<file path="config.mk">
export PLATFORM = sky130hd
export DESIGN_NAME = ex_fwd_ctrl_flat
export DESIGN_NICKNAME = d
export VERILOG_FILES = /design/src/rtl/ex_fwd_ctrl_if.sv /design/src/rtl/ex_fwd_ctrl.sv /design/src/flat_wrapper.sv
export SDC_FILE = /design/constraint.sdc
export NUM_CORES = 1
export LEC_CHECK = 0
export BUFFER_PORTS_ARGS = -buffer_cell sky130_fd_sc_hd__buf_2
export CAP_MARGIN = 10
export CORE_MARGIN = 2
export CORE_UTILIZATION = 45
export CTS_CLUSTER_SIZE = 20
export DETAILED_ROUTE_END_ITERATION = 12
export PLACE_DENSITY = 0.72
export SYNTH_ARGS = -nofsm -noshare
export SYNTH_HDL_FRONTEND = slang
export SYNTH_SLANG_ARGS = --single-unit
</file>
<file path="constraint.sdc">
create_clock -name clk -period 1.8 [get_ports clk]
set_clock_uncertainty 0.1 [all_clocks]
set_input_delay 0.09 -clock clk [delete_from_list [all_inputs] [get_ports clk]]
set_output_delay 0.09 -clock clk [all_outputs]
set_load 0.05 [all_outputs]
</file>
<file path="src/rtl/ex_fwd_ctrl_if.sv">
// ID-to-EX forwarding control bundle: ID instruction tags and pipeline controls in,
// registered EX operand selects, EX tags and the load-use stall out.
interface ex_fwd_ctrl_if #(
  parameter int REG_BITS = 5
);
  logic                hold;
  logic                flush;
  logic                id_valid;
  logic [REG_BITS-1:0] id_rs;
  logic [REG_BITS-1:0] id_rt;
  logic                id_use_rs;
  logic                id_use_rt;
  logic                id_imm_b;
  logic [REG_BITS-1:0] id_rd;
  logic                id_wr_en;
  logic                id_is_load;
  logic                stall;
  logic                ex_valid;
  logic [2:0]          ex_sel_a;
  logic [2:0]          ex_sel_b;
  logic [REG_BITS-1:0] ex_rd;
  logic                ex_wr_en;

  modport master (
    output hold, flush, id_valid, id_rs, id_rt, id_use_rs, id_use_rt,
           id_imm_b, id_rd, id_wr_en, id_is_load,
    input  stall, ex_valid, ex_sel_a, ex_sel_b, ex_rd, ex_wr_en
  );

  modport slave (
    input  hold, flush, id_valid, id_rs, id_rt, id_use_rs, id_use_rt,
           id_imm_b, id_rd, id_wr_en, id_is_load,
    output stall, ex_valid, ex_sel_a, ex_sel_b, ex_rd, ex_wr_en
  );
endinterface

</file>
<file path="src/rtl/ex_fwd_ctrl.sv">
// EX-stage operand forwarding and load-use hazard controller; tracks destination
// tags of the EX, MEM, WB and WB+1 instructions and registers the operand selects.
module ex_fwd_ctrl #(
  parameter int REG_BITS = 5
) (
  input logic          clk,
  input logic          rst,
  ex_fwd_ctrl_if.slave bus
);

  typedef struct packed {
    logic                valid;
    logic [REG_BITS-1:0] rd;
    logic                wrEn;
    logic                isLoad;
  } tag_t;

  localparam logic [2:0] SelRf   = 3'b000;
  localparam logic [2:0] SelExMem = 3'b001;
  localparam logic [2:0] SelMemWb = 3'b010;
  localparam logic [2:0] SelWb1  = 3'b011;
  localparam logic [2:0] SelImm  = 3'b100;

  // Index 0 is EX, then MEM, WB and WB+1.
  tag_t       stage_q [4];
  logic [2:0] selA_q, selA_d;
  logic [2:0] selB_q, selB_d;
  logic       rsEx, rsMem, rsWb;
  logic       rtEx, rtMem, rtWb;
  logic       stall_d;

  function automatic logic srcMatch(input logic useSrc,
                                    input logic [REG_BITS-1:0] src,
                                    input tag_t t);
    return useSrc && (src != '0) && t.valid && t.wrEn && (t.rd == src);
  endfunction

  assign rsEx  = srcMatch(bus.id_use_rs, bus.id_rs, stage_q[0]);
  assign rsMem = srcMatch(bus.id_use_rs, bus.id_rs, stage_q[1]);
  assign rsWb  = srcMatch(bus.id_use_rs, bus.id_rs, stage_q[2]);
  assign rtEx  = srcMatch(bus.id_use_rt, bus.id_rt, stage_q[0]);
  assign rtMem = srcMatch(bus.id_use_rt, bus.id_rt, stage_q[1]);
  assign rtWb  = srcMatch(bus.id_use_rt, bus.id_rt, stage_q[2]);

  // Selects describe where the operand lives one cycle later, so the youngest producer wins.
  always_comb begin
    selA_d = SelRf;
    if (rsEx)       selA_d = SelExMem;
    else if (rsMem) selA_d = SelMemWb;
    else if (rsWb)  selA_d = SelWb1;

    selB_d = SelRf;
    if (bus.id_imm_b) selB_d = SelImm;
    else if (rtEx)    selB_d = SelExMem;
    else if (rtMem)   selB_d = SelMemWb;
    else if (rtWb)    selB_d = SelWb1;
  end

  assign stall_d = bus.id_valid && stage_q[0].isLoad && (rsEx || (!bus.id_imm_b && rtEx))
                   && !bus.hold && !bus.flush;

  assign bus.stall    = stall_d;
  assign bus.ex_valid = stage_q[0].valid;
  assign bus.ex_rd    = stage_q[0].rd;
  assign bus.ex_wr_en = stage_q[0].wrEn;
  assign bus.ex_sel_a = selA_q;
  assign bus.ex_sel_b = selB_q;

  always_ff @(posedge clk or posedge rst) begin
    if (rst) begin
      for (int i = 0; i < 4; i++) stage_q[i] <= '0;
      selA_q <= SelRf;
      selB_q <= SelRf;
    end else if (!bus.hold) begin
      for (int i = 1; i < 4; i++) stage_q[i] <= stage_q[i-1];
      if (bus.flush || stall_d || !bus.id_valid) begin
        stage_q[0] <= '0;
        selA_q     <= SelRf;
        selB_q     <= SelRf;
      end else begin
        stage_q[0] <= '{valid: 1'b1, rd: bus.id_rd, wrEn: bus.id_wr_en, isLoad: bus.id_is_load};
        selA_q     <= selA_d;
        selB_q     <= selB_d;
      end
    end
  end

endmodule

</file>
<file path="src/flat_wrapper.sv">
// flat-port wrapper written by rule: the top's interface ports become plain ports
module ex_fwd_ctrl_flat 
#(
  parameter int REG_BITS = 5
)
  (clk, rst, bus_hold, bus_flush, bus_id_valid, bus_id_rs, bus_id_rt, bus_id_use_rs, bus_id_use_rt, bus_id_imm_b, bus_id_rd, bus_id_wr_en, bus_id_is_load, bus_stall, bus_ex_valid, bus_ex_sel_a, bus_ex_sel_b, bus_ex_rd, bus_ex_wr_en);
  ex_fwd_ctrl_if #(.REG_BITS(REG_BITS)) bus_i ();
  input logic clk;
  input logic rst;
  input wire logic [$bits(bus_i.hold)-1:0] bus_hold;
  input wire logic [$bits(bus_i.flush)-1:0] bus_flush;
  input wire logic [$bits(bus_i.id_valid)-1:0] bus_id_valid;
  input wire logic [$bits(bus_i.id_rs)-1:0] bus_id_rs;
  input wire logic [$bits(bus_i.id_rt)-1:0] bus_id_rt;
  input wire logic [$bits(bus_i.id_use_rs)-1:0] bus_id_use_rs;
  input wire logic [$bits(bus_i.id_use_rt)-1:0] bus_id_use_rt;
  input wire logic [$bits(bus_i.id_imm_b)-1:0] bus_id_imm_b;
  input wire logic [$bits(bus_i.id_rd)-1:0] bus_id_rd;
  input wire logic [$bits(bus_i.id_wr_en)-1:0] bus_id_wr_en;
  input wire logic [$bits(bus_i.id_is_load)-1:0] bus_id_is_load;
  output wire logic [$bits(bus_i.stall)-1:0] bus_stall;
  output wire logic [$bits(bus_i.ex_valid)-1:0] bus_ex_valid;
  output wire logic [$bits(bus_i.ex_sel_a)-1:0] bus_ex_sel_a;
  output wire logic [$bits(bus_i.ex_sel_b)-1:0] bus_ex_sel_b;
  output wire logic [$bits(bus_i.ex_rd)-1:0] bus_ex_rd;
  output wire logic [$bits(bus_i.ex_wr_en)-1:0] bus_ex_wr_en;
  assign bus_i.hold = bus_hold;
  assign bus_i.flush = bus_flush;
  assign bus_i.id_valid = bus_id_valid;
  assign bus_i.id_rs = bus_id_rs;
  assign bus_i.id_rt = bus_id_rt;
  assign bus_i.id_use_rs = bus_id_use_rs;
  assign bus_i.id_use_rt = bus_id_use_rt;
  assign bus_i.id_imm_b = bus_id_imm_b;
  assign bus_i.id_rd = bus_id_rd;
  assign bus_i.id_wr_en = bus_id_wr_en;
  assign bus_i.id_is_load = bus_id_is_load;
  assign bus_stall = bus_i.stall;
  assign bus_ex_valid = bus_i.ex_valid;
  assign bus_ex_sel_a = bus_i.ex_sel_a;
  assign bus_ex_sel_b = bus_i.ex_sel_b;
  assign bus_ex_rd = bus_i.ex_rd;
  assign bus_ex_wr_en = bus_i.ex_wr_en;
  ex_fwd_ctrl #(.REG_BITS(REG_BITS)) u_core (.clk(clk), .rst(rst), .bus(bus_i));
endmodule
</file>
==> impl_metrics.json <==
{
  "status": "complete, but fails checks",
  "violations": "setup timing",
  "worst_ep_required_time_ns": 1.61,
  "worst_slack_ns": -0.3115,
  "finalSetupViolations": 14,
  "core_mm2": 0.003103,
  "vias_per_cell": 5.260,
  "hold_path_class": "input port to register",
  "maxSlewViolCount": 0,
  "crit_type": "register to output port",
  "h-tree-depth": 1,
  "first_global_vias": 1342,
  "ant_nets": 0,
  "fin_cells": 246,
  "dpl.cell_count": 224,
  "worstReg2RegStart": "u_core.bus.ex_rd[1]",
  "worstPathCellList": "xnor2_1, nand4_1, nor4_4, a22oi_2, nor2_4, buf_8",
  "num_rows": 20,
  "ir_drop_mv": 0.3311,
  "synthCells": 131,
  "clock_path_buffers": 2,
  "ys_seq_elements": 27,
  "crit_path_start": "u_core.bus.ex_rd[1]",
  "path_max_fanout": 3,
  "netlist_area_mm2": 0.001501,
  "antenna_found_initial": 0,
  "drc": 0,
  "min_to": "u_core.bus.ex_sel_a[0]",
  "dieHeight_um": 61.76,
  "busiest_layer": "met2",
  "syn_nets": 156,
  "io_pins": 39,
  "vias": 1294,
  "gr-total-overflow": 0,
  "r2r_slack_ns": -0.16,
  "cts_root_buf": "clkbuf_4",
  "slowest_delay_ns": 0.45,
  "dieArea_mm2": 0.003814,
  "yosys_warnings": 0,
  "cts.clk_slew.worst_paths_ns": 0.13,
  "insertion_delay_ns": 0.32,
  "rsz0062_at_grt": "true",
  "end_kind": "output port",
  "period_minus_slack_ns": 2.111,
  "nNetsFinal": 228,
  "start_util_pct": 48.39,
  "hold_path_depth": 4,
  "tritoncts": "yes",
  "critical_path.reg2reg.endpoint": "u_core.bus.ex_wr_en",
  "drt-total-wl_mm": 3.913,
  "arrival_ns": 1.92,
  "grt_pass1_wl_mm": 6.016,
  "place_congestion": 0.8835,
  "fmax_mhz": 473.6,
  "fill_cells": 232,
  "grt.met1_usage_pct": 27.14,
  "cts_sinks": 27,
  "hpwl_mm": 2.642,
  "cts_made_buffers": 3,
  "portBuffers": 37,
  "slowest_stage": "dfrtp_1",
  "utilization_pct": 69.96,
  "maxCapViolations": 0,
  "powerDensity_mw_per_mm2": 601.7,
  "synth.distinct_cells": 30,
  "final.period_utilization_pct": 117.3,
  "worst_setup_path_start_kind": "register",
  "rr_worst_depth": 7,
  "drt_pass1_iterations": 4,
  "drive_gt1_share_pct": 52.97,
  "use_met3_pct": 5.590,
  "grt_max_degree": 28,
  "diodes": 0,
  "track_usage_pct": 21.68,
  "syn_avg_cell_area_um2": 11.46,
  "area_delta_synth_final_pct": 44.58,
  "fp.dieW_um": 61.76,
  "ys_seq_area_share_pct": 45.00,
  "routedWlPerCell_um": 15.91,
  "hp-start": "bus_hold",
  "drt_iter0_drc": 52,
  "leakagePower_nw": 0.9897,
  "met2_usage_pct": 36.24,
  "finalHoldViolCount": 0
}
-- synthesized netlist by cell type (all sizes together) --
master | n | share of area [%]
a21oi | 2 | 0.67
a221o | 1 | 0.75
a221oi | 1 | 1.0
a22o | 8 | 4.7
a22oi | 1 | 0.50
and2b | 1 | 0.58
buf | 7 | 3.2
clkbuf | 2 | 0.50
conb | 1 | 0.25
dfrtp | 27 | 45
inv | 1 | 0.25
mux2 | 14 | 10
nand2 | 8 | 2.0
nand3 | 2 | 0.67
nand4 | 6 | 2.5
nor2 | 1 | 0.25
nor3 | 2 | 0.67
nor4 | 3 | 1.7
o21ai | 3 | 1.5
o21bai | 1 | 0.50
o31a | 1 | 0.67
o31ai | 3 | 1.5
or3b | 1 | 0.58
or4 | 4 | 2.1
xnor2 | 26 | 15
xor2 | 4 | 2.3
-- worst max path at each step --
stage                                to  slack [ns]  cells past startpoint
floorplan                     bus_stall       0.005                      5
global placement    u_core.bus.ex_wr_en       -0.27                      6
detailed placement  u_core.bus.ex_wr_en       -0.33                      6
CTS                           bus_stall       -0.24                      6
global route                  bus_stall       -0.35                      6
finish                        bus_stall       -0.31                      6
-- power breakdown --
part	leakage (nW)	total, mW	internal (mW)	switching [mW]
registers	0.362	0.692	0.647	0.0453
logic	0.613	0.361	0.179	0.182
clock network	0.0150	0.253	0.0868	0.166
total	0.990	1.31	0.913	0.393
-- worst max-delay path, delay by kind of cell, from the launching register on --
| kind | cells | cell delay [ns] |
|---|---|---|
| AO/OA/AOI/OAI | 1 | 0.12 |
| buffers and inverters | 1 | 0.16 |
| XOR/XNOR | 1 | 0.21 |
| flip-flops | 1 | 0.45 |
| AND/OR/NAND/NOR | 3 | 0.67 |
-- per-stage QoR --
stage	power (mW)	setup WS (ns)	cell area, um2	TNS (ns)	hold slack [ns]
after floorplan	0.8943	0.004527	1518	0	0.04258
after detailed placement	1.009	-0.3284	1859	-2.963	0.06174
after global routing	1.370	-0.3483	2171	-2.392	0.1932
after CTS	1.297	-0.2377	2102	-0.4512	0.1609
after global placement	0.9973	-0.2692	1859	-2.391	0.05266
final	1.306	-0.3115	2171	-1.908	0.1854
-- flip-flops by register name (all words and copies together) (netlist names) --
register and cells:
u_core.bus.ex_rd 5, u_core.bus.ex_wr_en 1, u_core.stage_q 15, u_core.bus.ex_sel_a 2, u_core.bus.ex_valid 1, u_core.bus.ex_sel_b 3
-- kinds of logic after synthesis --
family,count (synthesis),share of synthesized area [%]
buffers and inverters,10,3.999
XOR/XNOR,30,17.50
other,1,0.2498
multiplexers,14,10.50
flip-flops,27,45.00
AO/OA/AOI/OAI,21,11.75
AND/OR/NAND/NOR,28,11.00
-- routing by layer --
| layer | part of all wire [%] | vias to the layer above |
|---|---|---|
| met3 | 3.3 | 10 |
| met4 | 2.3 | 0 |
| met5 | 0 | - |
| met2 | 54 | 27 |
| li1 | - | 611 |
| met1 | 41 | 646 |
-- cell usage in the layout (no fill, tap or decap), types with 2 or more instances in the layout --
| cell | n |
|---|---|
| o31ai_2 | 3 |
| or4_1 | 3 |
| xor2_4 | 2 |
| nand4_1 | 6 |
| nor3_1 | 2 |
| buf_6 | 3 |
| xnor2_1 | 25 |
| buf_4 | 27 |
| dfrtp_1 | 25 |
| xor2_1 | 2 |
| clkbuf_4 | 3 |
| nand2_1 | 7 |
| buf_2 | 36 |
| o21ai_2 | 3 |
| dfrtp_2 | 2 |
| mux2_2 | 14 |
| a22o_1 | 8 |
| nand3_1 | 2 |
| dlygate4sd3_1 | 9 |
| nor4_4 | 2 |
-- cell type report --
cell class	instances	area, um2	share of cell area [%]
flip-flops and latches	27	678.2	31.24
inverters	1	3.754	0.1729
repair buffers	76	521.8	24.03
multi-input cells	94	885.9	40.81
well taps	44	55.05	2.536
clock buffers	4	26.28	1.210
-- repair_timing --
action	in CTS	in global routing
hold buffers	9	0
resized for setup	14	9
endpoints found under the setup margin	13	14
buffers inserted	6	4
endpoints found under the hold margin	37	0
pin swaps	22	9
Power figures use the tool's default switching activity.
